<file path="src/rtl/pc_sequencer.sv">
`default_nettype none
// ============================================================================
// Module   : pc_sequencer
// Purpose  : Program-counter sequencer: sequential, immediate-relative and
//            LUT-relative next-PC selection with start/halt/stall control.
//            Define PCSEQ_RAS_EN to build the optional return-address stack.
// Revision : 1.0 - initial release
// ============================================================================
module pc_sequencer #(
    parameter int D         = 12,
    parameter int F         = 4,
    parameter int RAS_DEPTH = 4
) (
    input  logic         Clk,
    input  logic         Reset,
    input  logic         Start,
    input  logic         Stall,
    input  logic         Halt,
    input  logic         Branch,
    input  logic         Taken,
    input  logic         ImmOrLUT,
    input  logic [F-1:0] Field,
    input  logic         Call,
    input  logic         Ret,
    input  logic         LutWe,
    input  logic [F-1:0] LutWaddr,
    input  logic [D-1:0] LutWdata,
    output logic [D-1:0] PC,
    output logic         Running,
    output logic         Done,
    output logic         Fault
);

    typedef enum logic [1:0] {
        S_IDLE   = 2'd0,
        S_RUN    = 2'd1,
        S_HALTED = 2'd2
    } state_t;

    state_t       r_state;
    state_t       w_state_nx;
    logic [D-1:0] r_pc;
    logic [D-1:0] w_pc_nx;
    logic [D-1:0] w_imm;
    logic [D-1:0] w_off;
    logic [D-1:0] w_pc_inc;
    logic [D-1:0] w_pc_br;
    logic [D-1:0] r_lut [2**F];

    // Return-stack handshake between the FSM and the (optional) stack
    logic         w_push;
    logic         w_pop;
    logic         w_clear;
    logic         w_fault_set;
    logic         w_ras_empty;
    logic         w_ras_full;
    logic [D-1:0] w_ras_top;

    assign w_imm    = {{(D-F){Field[F-1]}}, Field};
    assign w_off    = ImmOrLUT ? r_lut[Field] : w_imm;
    assign w_pc_inc = r_pc + D'(1);
    assign w_pc_br  = r_pc + w_off;

    always_comb begin
        w_state_nx  = r_state;
        w_pc_nx     = r_pc;
        w_push      = 1'b0;
        w_pop       = 1'b0;
        w_clear     = 1'b0;
        w_fault_set = 1'b0;
        case (r_state)
            S_RUN: begin
                if (Start) begin
                    w_pc_nx = '0;
                    w_clear = 1'b1;
                end else if (Stall) begin
                    w_pc_nx = r_pc;
                end else if (Halt) begin
                    w_state_nx = S_HALTED;
                end else if (Ret) begin
                    if (!w_ras_empty) begin
                        w_pc_nx = w_ras_top;
                        w_pop   = 1'b1;
                    end else begin
                        w_pc_nx     = w_pc_inc;
                        w_fault_set = 1'b1;
                    end
                end else if (Call || (Branch && Taken)) begin
                    w_pc_nx = w_pc_br;
                    if (Call) begin
                        if (w_ras_full) w_fault_set = 1'b1;
                        else            w_push      = 1'b1;
                    end
                end else begin
                    w_pc_nx = w_pc_inc;
                end
            end
            default: begin
                // IDLE and HALTED both wait for Start
                if (Start) begin
                    w_state_nx = S_RUN;
                    w_pc_nx    = '0;
                    w_clear    = 1'b1;
                end
            end
        endcase
    end

    always_ff @(posedge Clk) begin
        if (Reset) begin
            r_state <= S_IDLE;
            r_pc    <= '0;
        end else begin
            r_state <= w_state_nx;
            r_pc    <= w_pc_nx;
        end
    end

    // Reads above see the pre-write entry when a write hits the same index
    always_ff @(posedge Clk) begin
        if (Reset) begin
            for (int i = 0; i < 2**F; i++) r_lut[i] <= '0;
        end else if (LutWe) begin
            r_lut[LutWaddr] <= LutWdata;
        end
    end

`ifdef PCSEQ_RAS_EN
    localparam int SP_W  = $clog2(RAS_DEPTH + 1);
    localparam int IDX_W = (RAS_DEPTH > 1) ? $clog2(RAS_DEPTH) : 1;

    logic [D-1:0]     r_ras [2**IDX_W];
    logic [SP_W-1:0]  r_sp;
    logic             r_fault;
    logic [IDX_W-1:0] w_push_idx;
    logic [IDX_W-1:0] w_top_idx;

    assign w_push_idx  = IDX_W'(r_sp);
    assign w_top_idx   = IDX_W'(r_sp - SP_W'(1));
    assign w_ras_empty = (r_sp == '0);
    assign w_ras_full  = (r_sp == SP_W'(RAS_DEPTH));
    assign w_ras_top   = r_ras[w_top_idx];
    assign Fault       = r_fault;

    always_ff @(posedge Clk) begin
        if (Reset || w_clear) begin
            r_sp    <= '0;
            r_fault <= 1'b0;
        end else begin
            if (w_push)     r_sp <= r_sp + SP_W'(1);
            else if (w_pop) r_sp <= r_sp - SP_W'(1);
            if (w_fault_set) r_fault <= 1'b1;
        end
    end

    always_ff @(posedge Clk) begin
        if (!Reset && !w_clear && w_push) r_ras[w_push_idx] <= w_pc_inc;
    end
`else
    logic w_unused_ras;

    // Empty stack makes Ret fall through to PC+1; fault is never raised
    assign w_ras_empty  = 1'b1;
    assign w_ras_full   = 1'b1;
    assign w_ras_top    = '0;
    assign Fault        = 1'b0;
    assign w_unused_ras = ^{w_push, w_pop, w_clear, w_fault_set, 32'(RAS_DEPTH)};
`endif

    assign PC      = r_pc;
    assign Running = (r_state == S_RUN);
    assign Done    = (r_state == S_HALTED);

endmodule
`default_nettype wire

</file>
<file path="config.mk">
export PLATFORM = sky130hd
export DESIGN_NAME = pc_sequencer
export DESIGN_NICKNAME = d
export VERILOG_FILES = /design/src/rtl/pc_sequencer.sv
export SDC_FILE = /design/constraint.sdc
export NUM_CORES = 1
export LEC_CHECK = 0
export ABC_CLOCK_PERIOD_IN_PS = 4600
export CORE_MARGIN = 2
export CORE_UTILIZATION = 45
export DETAILED_ROUTE_END_ITERATION = 16
export PLACE_DENSITY_LB_ADDON = 0.05
export SLEW_MARGIN = 25
export SYNTH_ARGS = -nofsm -noshare
export SYNTH_HDL_FRONTEND = slang
export SYNTH_SLANG_ARGS = --single-unit
export TNS_END_PERCENT = 5
</file>
<file path="constraint.sdc">
create_clock -name Clk -period 4.6 [get_ports Clk]
set_input_delay 0.69 -clock Clk [delete_from_list [all_inputs] [get_ports Clk]]
set_output_delay 0.69 -clock Clk [all_outputs]
set_load 0.01 [all_outputs]
</file>
==> flow_summary_export.csv <==
group,metric,value,unit
floorplan,num_io_pins,46,
critical_path,crit_required,5000,ps
power_and_ir_drop,p_leak,4.11,nW
placement,gp_congestion,0.855,
timing,setup_viol,0,
cts,post_cts_buffers,0,
power_and_ir_drop,power_density,377,nW/um^2
logic_synthesis,synth_flop_cell,"edfxtp_1",
floorplan,initial_core_util,45.6,%
route,wl_per_cell,24.2,um
logic_synthesis,yosys_warnings,0,
logic_synthesis,synthesis.instances,755,
placement,dp_hpwl,17500,um
route,via_per_inst,5.71,
final_layout,mostFrequentLayoutCells,"and2_1, edfxtp_1, mux4_2",
power_and_ir_drop,peakVddDrop,0.289,mV
final_layout,antenna_cells,0,
route,wirelength,26600,um
timing,period_share,81.6,%
timing,rsz0062_at_grt,"false",
logic_synthesis,synth_nets,800,
timing,min_period,3750,ps
logic_synthesis,syn_avg_cell_area,13.5,sq um
logic_synthesis,synth-xor-area-share,1.29,%
critical_path,end_kind,"register",
critical_path,path_class,"register to register",
flow_run,maxCapViolations,0,
route,drt_iter0_markers,563,
logic_synthesis,ys_types,51,
final_layout,syn2layout_area_growth,14.8,%
final_layout,fillCellCount,1949,
final_layout,final_common_cell,"and2_1",
global_route,grt_usage,22.8,%
logic_synthesis,synthSimpleGateAreaFrac,16.4,%
timing,fmax,0.267,GHz
global_route,grt_pass1_wl,40000,um
final_layout,drive_gt1_share,15.2,%
cts,ctsResizeCount,0,
floorplan,die_w,155,um
cts,clkSinkCount,206,
cts,clk_pin_slew,60,ps
cts,cts_inserted_buffers,24,
global_route,grt_max_degree,35,
logic_synthesis,synth_top_family_by_area,"simple AND/OR/NAND/NOR gates",
logic_synthesis,muxShareOfSynthArea,13.3,%
cts,cts_tree,"done",
cts,clock_latency,530,ps
timing,max-slew-margin-rel,29.5,%
logic_synthesis,synth_edf_count,192,
timing,tns,0,ps
route,postRouteAntennaNets,0,
final_layout,multi_input_comb_area,3920,sq um
critical_path,crit_fanout,4,
route,dr.pass1.iters,5,
floorplan,coreArea,22400,sq um
timing,fin_skew,10.0,ps
global_route,grt_pass1_vias,6341,
logic_synthesis,yosysSeqAreaShare,59.2,%
critical_path,start_kind,"register",
floorplan,die_h,155,um
final_layout,seq_area,6050,sq um
run_status,status,"finished clean",
cts,cts_root_buffer,"clkbuf_16",
route,drc,0,
global_route,antenna_found_initial,1,
cts,htree_levels,1,
logic_synthesis,synth_area,10200,sq um
global_route,grt_overflow,0,
timing,slew_violations,0,
timing,tightest_slew,1050,ps
final_layout,nets,842,
floorplan,dieArea,23900,sq um
logic_synthesis,synth-compound-area-share,5.47,%
floorplan,row_count,55,
logic_synthesis,async_reset_ff_share,0,%
cts,clock_path_buffers,3,
timing,hold_viol,0,
route,vias,6276,
logic_synthesis,yosys.area_share.adder,1.79,%
critical_path,critPathArrivalTime,4150,ps
timing,hold_ws,520,ps
placement,port_buffers,44,
power_and_ir_drop,total_power,4.42,mW
min_path,hold_class,"register to register",
cts,hold_buffers,0,
logic_synthesis,ys_ff_latch,206,
==> per-stage QoR <==
| step | worst slack, ps | cell area (sq um) | util [%] | cells |
|---|---|---|---|---|
| after global routing | 587 | 11700 | 52.3 | 1100 |
| after detailed placement | 312 | 11000 | 48.9 | 1056 |
| after global placement | 396 | 11000 | 48.9 | 1056 |
| after CTS | 820 | 11700 | 52.3 | 1100 |
| final | 848 | 11700 | 52.3 | 1100 |
| after floorplan | 648 | 10200 | - | 755 |
==> area by class of cell <==
cell class,instances,area share (%)
clock buffers,34,5.44
clock inverters,10,0.928
inverters,7,0.224
multi-input cells,488,33.4
flip-flops and latches,206,51.6
well taps,285,3.04
repair buffers,70,5.42
==> routing by layer <==
layer	track usage (%)	vias to the layer above	part of all wire, %
met1	32.5	3125	43
met4	6.35	0	2.6
met5	0.207	-	0
met3	3.61	41	7.4
li1	-	2867	-
met2	36.6	243	47
==> flip-flops by register name, summed over array words and instances, names as in the netlist <==
name	cells
r_lut	192
r_state	2
PC	12
==> cells by family after synthesis <==
kind of cell / Yosys count
compound gates: 93
xor+xnor: 15
fa+ha+maj: 14
buf+inv: 61
flops: 206
mux: 71
other cells: 1
simple gates: 294
==> worst paths after layout <==
check              startpoint         end  slack [ps]  cells past startpoint
hold reg to reg    r_state[1]  r_state[1]         520                      2
hold / removal     r_state[1]  r_state[1]         520                      2
setup / recovery  r_lut[0][0]      PC[10]         850                     11
setup reg to reg  r_lut[0][0]      PC[10]         850                     11
==> where the power goes <==
group	internal (mW)	switching, mW	leakage [nW]
Clock	1.08	0.761	0.357
Sequential	2.15	0.0295	1.94
Combinational	0.170	0.232	1.81
Total	3.40	1.02	4.11
==> worst max-delay path: stages (launching register included) <==
cell      delay [ps]
edfxtp_1         400
mux4_1           510
mux4_2           460
mux2_4           270
ha_1             230
fa_1             440
a21o_1           170
a21oi_1          260
o21ai_0          170
a211oi_1         430
o31a_1           210
o211ai_1          90
==> synth_stat cells (2+ instances only) <==
library cell | number | area, sq um
dfxtp_1 | 14 | 280
a21o_1 | 4 | 30.0
o21ai_0 | 24 | 120
edfxtp_1 | 192 | 5770
mux4_1 | 5 | 131
o211ai_1 | 6 | 45.0
o21bai_1 | 2 | 15.0
ha_1 | 13 | 163
and3_1 | 2 | 12.5
a211o_1 | 2 | 17.5
nor3_1 | 7 | 35.0
mux2i_1 | 11 | 110
buf_2 | 5 | 25.0
or3_1 | 5 | 31.3
mux2_2 | 10 | 113
inv_1 | 6 | 22.5
xor2_1 | 4 | 35.0
nand2_1 | 29 | 109
and2_1 | 193 | 1210
a31oi_1 | 4 | 25.0
nand4_1 | 3 | 18.8
or2_2 | 5 | 31.3
nor2_1 | 34 | 128
mux4_2 | 44 | 991
nand3_1 | 5 | 25.0
o311ai_0 | 2 | 17.5
buf_4 | 6 | 45.0
nand2b_1 | 4 | 25.0
a221oi_1 | 2 | 17.5
a21oi_1 | 34 | 170
o21a_1 | 2 | 15.0
xnor2_1 | 11 | 96.3
nor2b_1 | 4 | 25.0
a211oi_1 | 4 | 30.0
clkbuf_1 | 39 | 146
buf_1 | 3 | 11.3
(Power assumes the default switching activity.)
